--- src/rtl/cpu_pkg.sv ---
// Shared definitions for the 4-slot VLIW CPU front end: widths, NOP encoding, slot fields.
// No logic here; pure constants and types.
// Slot order inside a bundle, MSB first: A0, A1, M, LS.
package cpu_pkg;

    localparam int INSTR_W  = 22;
    localparam int PC_W     = 16;
    localparam int SLOTS    = 4;
    localparam int BUNDLE_W = SLOTS * INSTR_W;

    localparam logic [INSTR_W-1:0] NOP_INSTR = 22'h0;
    localparam logic [4:0]         OP_JMP    = 5'b01001;

    // Field ranges inside one slot instruction
    localparam int OP_LSB   = 0;
    localparam int OP_MSB   = 4;
    localparam int R0_LSB   = 5;
    localparam int R0_MSB   = 9;
    localparam int R1_LSB   = 10;   // R1 or immediate
    localparam int R1_MSB   = 14;
    localparam int RD_LSB   = 15;   // Rd or R2
    localparam int RD_MSB   = 19;
    localparam int COND_LSB = 20;
    localparam int COND_MSB = 21;

    // Slot index within a bundle; index 0 occupies the most significant bits
    localparam int SLOT_A0 = 0;
    localparam int SLOT_A1 = 1;
    localparam int SLOT_M  = 2;
    localparam int SLOT_LS = 3;

    typedef logic [INSTR_W-1:0] instr_t;

    typedef struct packed {
        instr_t a0;
        instr_t a1;
        instr_t m;
        instr_t ls;
    } bundle_t;

endpackage

--- src/rtl/if_skid_buf.sv ---
// One-entry skid buffer holding a fetched bundle plus its PC while decode is stalled.
// Latency: load visible the cycle after; clear/pop empty it the cycle after.
// Backpressure: a load while already full is ignored, so the held entry is never overwritten.
module if_skid_buf #(
    parameter int DAT_W = 104
) (
    input  logic             clk,
    input  logic             rst,
    input  logic             load_i,
    input  logic             clear_i,
    input  logic             pop_i,
    input  logic [DAT_W-1:0] dat_i,
    output logic             vld_o,
    output logic [DAT_W-1:0] dat_o
);

    logic             vld_q;
    logic             vld_d;
    logic [DAT_W-1:0] dat_q;
    logic [DAT_W-1:0] dat_d;

    // Next-state: flush/pop empty the entry; a load only fills an empty entry
    always_comb begin
        vld_d = vld_q;
        dat_d = dat_q;
        if (clear_i || pop_i) begin
            vld_d = 1'b0;
        end else if (load_i && !vld_q) begin
            vld_d = 1'b1;
            dat_d = dat_i;
        end
    end

    // Entry storage with asynchronous reset
    always_ff @(posedge clk or posedge rst) begin
        if (rst) begin
            vld_q <= 1'b0;
            dat_q <= '0;
        end else begin
            vld_q <= vld_d;
            dat_q <= dat_d;
        end
    end

    assign vld_o = vld_q;
    assign dat_o = dat_q;

endmodule

--- src/rtl/if_bundle_fetch.sv ---
// Instruction fetch: holds the PC, reads one bundle per cycle, presents A0/A1/M/LS to decode.
// Latency: address cycle N, imem data N+1, registered slots visible N+2.
// Backpressure: stall freezes outputs and PC; one in-flight bundle parks in a skid entry.
module if_bundle_fetch #(
    parameter int                 PC_W     = cpu_pkg::PC_W,
    parameter int                 INSTR_W  = cpu_pkg::INSTR_W,
    parameter logic [PC_W-1:0]    RESET_PC = '0
) (
    input  logic                 clk,
    input  logic                 rst,
    output logic [PC_W-1:0]      imem_addr,
    output logic                 imem_rd_en,
    input  logic [4*INSTR_W-1:0] imem_data,
    input  logic                 stall,
    input  logic                 redirect,
    input  logic [PC_W-1:0]      redirect_pc,
    output logic [INSTR_W-1:0]   A0,
    output logic [INSTR_W-1:0]   A1,
    output logic [INSTR_W-1:0]   M,
    output logic [INSTR_W-1:0]   LS,
    output logic [PC_W-1:0]      if_pc,
    output logic                 if_valid
);

    import cpu_pkg::*;

    localparam int BW    = 4 * INSTR_W;
    localparam int SKD_W = BW + PC_W;

    typedef enum logic [1:0] {
        BOOT = 2'd0,
        RUN  = 2'd1,
        HOLD = 2'd2
    } state_e;

    state_e          state_q, state_d;
    logic [PC_W-1:0] pc_q, pc_d;
    logic            infl_q, infl_d;          // a read issued last cycle returns now
    logic [PC_W-1:0] infl_pc_q, infl_pc_d;    // address of that read
    logic [BW-1:0]   bundle_q, bundle_d;
    logic [PC_W-1:0] if_pc_q, if_pc_d;
    logic            if_valid_q, if_valid_d;

    logic            rd_en_c;
    logic [PC_W-1:0] addr_c;
    logic            skid_load;
    logic            skid_clear;
    logic            skid_pop;
    logic            skid_vld;
    logic [SKD_W-1:0] skid_dat;

    if_skid_buf #(
        .DAT_W (SKD_W)
    ) u_skid (
        .clk     (clk),
        .rst     (rst),
        .load_i  (skid_load),
        .clear_i (skid_clear),
        .pop_i   (skid_pop),
        .dat_i   ({imem_data, infl_pc_q}),
        .vld_o   (skid_vld),
        .dat_o   (skid_dat)
    );

    // Next-state and fetch control; redirect overrides every state and the stall
    always_comb begin
        state_d    = state_q;
        pc_d       = pc_q;
        infl_d     = 1'b0;
        infl_pc_d  = infl_pc_q;
        bundle_d   = bundle_q;
        if_pc_d    = if_pc_q;
        if_valid_d = if_valid_q;
        rd_en_c    = 1'b0;
        addr_c     = pc_q;
        skid_load  = 1'b0;
        skid_clear = 1'b0;
        skid_pop   = 1'b0;

        if (redirect) begin
            // Drop whatever is presented, parked or in flight; fetch the target now.
            // If decode is also stalled, the target's data parks in the skid next cycle.
            addr_c     = redirect_pc;
            rd_en_c    = 1'b1;
            pc_d       = redirect_pc + 1'b1;
            infl_d     = 1'b1;
            infl_pc_d  = redirect_pc;
            bundle_d   = {4{NOP_INSTR}};
            if_valid_d = 1'b0;
            skid_clear = 1'b1;
            state_d    = RUN;
        end else begin
            unique case (state_q)
                BOOT: begin
                    rd_en_c   = 1'b1;
                    pc_d      = pc_q + 1'b1;
                    infl_d    = 1'b1;
                    infl_pc_d = pc_q;
                    state_d   = RUN;
                end
                RUN: begin
                    if (!stall) begin
                        rd_en_c   = 1'b1;
                        pc_d      = pc_q + 1'b1;
                        infl_d    = 1'b1;
                        infl_pc_d = pc_q;
                        if (infl_q) begin
                            bundle_d   = imem_data;
                            if_pc_d    = infl_pc_q;
                            if_valid_d = 1'b1;
                        end
                    end else if (infl_q) begin
                        // Read cannot be cancelled at the memory, so park its data
                        skid_load = 1'b1;
                        state_d   = HOLD;
                    end
                end
                HOLD: begin
                    if (!stall) begin
                        if (skid_vld) begin
                            bundle_d   = skid_dat[SKD_W-1 -: BW];
                            if_pc_d    = skid_dat[PC_W-1:0];
                            if_valid_d = 1'b1;
                        end
                        skid_pop  = 1'b1;
                        rd_en_c   = 1'b1;
                        pc_d      = pc_q + 1'b1;
                        infl_d    = 1'b1;
                        infl_pc_d = pc_q;
                        state_d   = RUN;
                    end
                end
                default: begin
                    state_d = BOOT;
                end
            endcase
        end
    end

    // Pipeline state with asynchronous reset back to the boot condition
    always_ff @(posedge clk or posedge rst) begin
        if (rst) begin
            state_q    <= BOOT;
            pc_q       <= RESET_PC;
            infl_q     <= 1'b0;
            infl_pc_q  <= '0;
            bundle_q   <= {4{NOP_INSTR}};
            if_pc_q    <= '0;
            if_valid_q <= 1'b0;
        end else begin
            state_q    <= state_d;
            pc_q       <= pc_d;
            infl_q     <= infl_d;
            infl_pc_q  <= infl_pc_d;
            bundle_q   <= bundle_d;
            if_pc_q    <= if_pc_d;
            if_valid_q <= if_valid_d;
        end
    end

    // The read strobe is masked while reset is held so memory sees no access
    assign imem_rd_en = rd_en_c & ~rst;
    assign imem_addr  = addr_c;

    assign A0       = bundle_q[4*INSTR_W-1 -: INSTR_W];
    assign A1       = bundle_q[3*INSTR_W-1 -: INSTR_W];
    assign M        = bundle_q[2*INSTR_W-1 -: INSTR_W];
    assign LS       = bundle_q[INSTR_W-1:0];
    assign if_pc    = if_pc_q;
    assign if_valid = if_valid_q;

endmodule
--- config.mk ---
export PLATFORM = sky130hd
export DESIGN_NAME = if_bundle_fetch
export DESIGN_NICKNAME = d
export VERILOG_FILES = /design/src/rtl/cpu_pkg.sv /design/src/rtl/if_skid_buf.sv /design/src/rtl/if_bundle_fetch.sv
export SDC_FILE = /design/constraint.sdc
export NUM_CORES = 1
export LEC_CHECK = 0
export CAP_MARGIN = 20
export CORE_UTILIZATION = 35
export DETAILED_ROUTE_END_ITERATION = 8
export GPL_TIMING_DRIVEN = 0
export PLACE_DENSITY = 0.67
export SLEW_MARGIN = 20
export SYNTH_ARGS = -nofsm -noshare
export SYNTH_HDL_FRONTEND = slang
export SYNTH_SLANG_ARGS = --single-unit
--- constraint.sdc ---
create_clock -name clk -period 18.42 [get_ports clk]
set_input_delay 3.684 -clock clk [delete_from_list [all_inputs] [get_ports clk]]
set_output_delay 3.684 -clock clk [all_outputs]
set_load 0.01 [all_outputs]
==> out/results.txt <==
Status: finished with violations
Failing checks: design-rule violations
RSZ-0062 raised after global routing: false
Crit start category: primary input
Clock power share: 24.2%
Syn nets: 1,036
Final Skew: 13.3 ps
Combinational power share: 37.5%
Skew-Pair Late Insertion Delay: 550 ps
Die area: 32,300 um^2
Initial antenna violation count: 0
Fin. max-slew vios: 0
Final Worst Setup Slack: 8890 ps
Critical path class: in -> out
Aggregate global routing overflow: 0
Max_cap viols: 0
Multi-input logic area: 4530 um^2
Final min period: 9530 ps
Post-route ant nets: 0
Die Y-Extent: 180 um
GRT Total Usage: 18.2%
Via count: 8,164
Setup Buffers After CTS: 0
Register share of total power: 38.3%
Seq/Total Area, Yosys: 55.5%
Internal power: 1590 uW
Cells after Synth: 921
Initial DRC count: 481
# setup viols final: 0
CTS tree: yes
# diodes: 0
First-pass DRT Iterations: 7
I/O Buffers: 228
Clock buffer depth: 3
Synthesized flop and latch total: 245
HPWL Detailed: 20,700 um
Via density: 5.11
FF+latch area: 6130 um^2
PD cells: 161 nW/um^2
Worst Hold Class: reg -> reg
Root Buffer Master: clkbuf_16
Clock sinks: 245
Post-Place Worst Slack: 8840 ps
Initial Utilization: 35.8%
Power Total: 2390 uW
Switching Share: 33.4%
Layout cells sized above 1: 17.0%
Gp weighted congestion: 0.834
Fin area: 14,900 um^2
Leakage: 0.00604 uW
Critical path required time: 14,740 ps
Tcrit/Tclk final: 51.8%
Post-CTS Hold Fix Bufs: 0
Drt drc: 20
WL final: 29,300 um
CP Capture Type: primary output
Num ports: 230
FP Rows: 64
Fmax: 105 MHz
H-tree Lvls: 1
# fillers: 2,834
Clk slew on worst S/H paths: 60 ps
Chip width: 180 um
Area post-placement: 13,900 um^2
Crit path DAT: 5850 ps
Final Hold Fails: 0
P&R area growth vs syn: 34.5%
Cell variety after synth: 44
First-pass GRT wire length: 47,300 um
Cts bufs inserted: 28
Avg Cell Area, Syn: 12.0 um^2
Net Sw Power: 799 uW
Peak VDD IR: 0.0000669 V
CTS-repair resized insts: 0
Largest fanout on the critical path: 78
Worst slew pin tran: 871 ps
Cell area after synthesis: 11,000 um^2
Rel. slew slack: 42.0%
Post-detailed-route wirelength per cell: 18.3 um
Core area: 30,800 um^2
Vias in the first global route: 8,425
Nets: 1,296
Ys Warns: 0
Largest net degree at the start of global routing: 99
Post-Route Setup TNS: 0 ps
## layout make-up
cell class / count / area share (%)
Buffer: 67 / 2.32
Clock buffer: 38 / 5.37
Clock inverter: 14 / 1.18
Inverter: 11 / 0.328
Multi-Input combinational cell: 598 / 30.5
Sequential cell: 245 / 41.3
Tap cell: 396 / 3.33
Timing Repair Buffer: 230 / 15.7
## metrics by stage
stage               hold WS [ps]  utilization [%]  cells
floorplan                    448                -    921
global placement             471             44.8   1545
detailed placement           482             45.0   1547
CTS                          496             48.2   1599
global route                 513             48.2   1599
finish                       496             48.2   1599
## power groups by stage
stage	combinational, uW	sequential (uW)	clock, uW
3_5_place_dp	908	925	0
3_3_place_gp	888	914	0
5_1_grt	980	949	614
6_report	898	917	578
2_1_floorplan	503	935	0
4_1_cts	911	917	593
## worst paths after layout
kind,startpoint,to,slack [ps],depth (start not counted)
worst max-delay path,rst,imem_rd_en,8890,5
max in group asynchronous,rst,bundle_q[70]$_DFFE_PP0P_,13920,3
worst min register to register,pc_q[14]$_DFFE_PP0P_,pc_q[14]$_DFFE_PP0P_,500,2
min in group asynchronous,rst,bundle_q[19]$_DFFE_PP0P_,3620,2
worst max register to register,state_q[0]$_DFFE_PP0P_,bundle_q[66]$_DFFE_PP0P_,15560,8
worst min-delay path,pc_q[14]$_DFFE_PP0P_,pc_q[14]$_DFFE_PP0P_,500,2
## worst max-delay path, stage by stage
cell,delay (ps)
clkdlybuf4s50_1,490
inv_8,430
buf_16,370
and2_1,220
clkdlybuf4s50_1,540
## synthesized netlist by cell type, drive strengths merged
cell type | count | area, um^2
a211oi | 92 | 691
a21oi | 33 | 165
a222oi | 1 | 10.0
a22o | 1 | 8.76
a22oi | 1 | 7.51
a2bb2o | 1 | 10.0
a2bb2oi | 1 | 8.76
a31oi | 2 | 12.5
and2 | 2 | 12.5
and3 | 4 | 25.0
and3b | 1 | 8.76
and4 | 5 | 43.8
and4b | 1 | 10.0
buf | 43 | 254
clkbuf | 24 | 90.1
dfrtp | 245 | 6130
ha | 7 | 87.6
inv | 11 | 41.3
mux2 | 116 | 1310
mux2i | 113 | 1130
nand2 | 21 | 78.8
nand2b | 2 | 12.5
nand3 | 5 | 25.0
nand3b | 1 | 7.51
nand4 | 4 | 25.0
nand4b | 4 | 35.0
nor2 | 139 | 522
nor2b | 4 | 25.0
nor3 | 6 | 40.0
nor4 | 2 | 18.8
o2111ai | 1 | 8.76
o211ai | 3 | 22.5
o21a | 3 | 22.5
o21ai | 7 | 35.0
o22ai | 1 | 6.26
o31a | 1 | 8.76
o31ai | 7 | 52.6
or3 | 2 | 12.5
xnor2 | 4 | 35.0
## cells in the final DEF, fill, tap and decap left out, types with 3 or more instances in the layout
cell | netlist | layout
dfrtp_1 | 245 | 245
clkdlybuf4s50_1 | 0 | 228
nor2_1 | 139 | 139
mux2_2 | 116 | 116
mux2i_1 | 113 | 113
a211oi_1 | 92 | 92
a21oi_1 | 33 | 33
clkbuf_1 | 24 | 28
clkbuf_16 | 0 | 28
buf_2 | 26 | 26
nand2_1 | 21 | 21
inv_1 | 11 | 10
buf_1 | 8 | 8
buf_6 | 7 | 7
o31ai_1 | 7 | 7
o21ai_0 | 7 | 7
ha_1 | 7 | 7
clkbuf_8 | 0 | 6
nand3_1 | 5 | 5
and4_1 | 5 | 5
clkinv_2 | 0 | 5
nor2b_1 | 4 | 4
nand4_1 | 4 | 4
nand4b_1 | 4 | 4
nor3_1 | 4 | 4
and3_1 | 4 | 4
xnor2_1 | 4 | 4
o211ai_1 | 3 | 3
o21a_1 | 3 | 3
bufinv_16 | 0 | 3
## layer usage
layer | wire [um] | up-vias | GRT usage, %
li1 | - | 3841 | -
met1 | 13300 | 4068 | 25.2
met2 | 13700 | 211 | 29.8
met3 | 1630 | 44 | 2.88
met4 | 605 | 0 | 4.79
met5 | 0 | - | 0
## flip-flops by register name, summed over array words and instances, names as in the netlist
signal,cells
bundle_q,88
if_pc,16
if_valid,1
infl_pc_q,16
infl_q,1
pc_q,16
state_q,2
u_skid.dat_o,104
u_skid.vld_o,1
## cells by family after synthesis
family	Yosys count	synth area share [%]
compound gates	155	9.68
xor+xnor	4	0.317
fa+ha+maj	7	0.793
buf+inv	78	3.49
flops	245	55.5
mux	229	22.1
simple gates	203	8.17
Power figures use the tool's default switching activity.
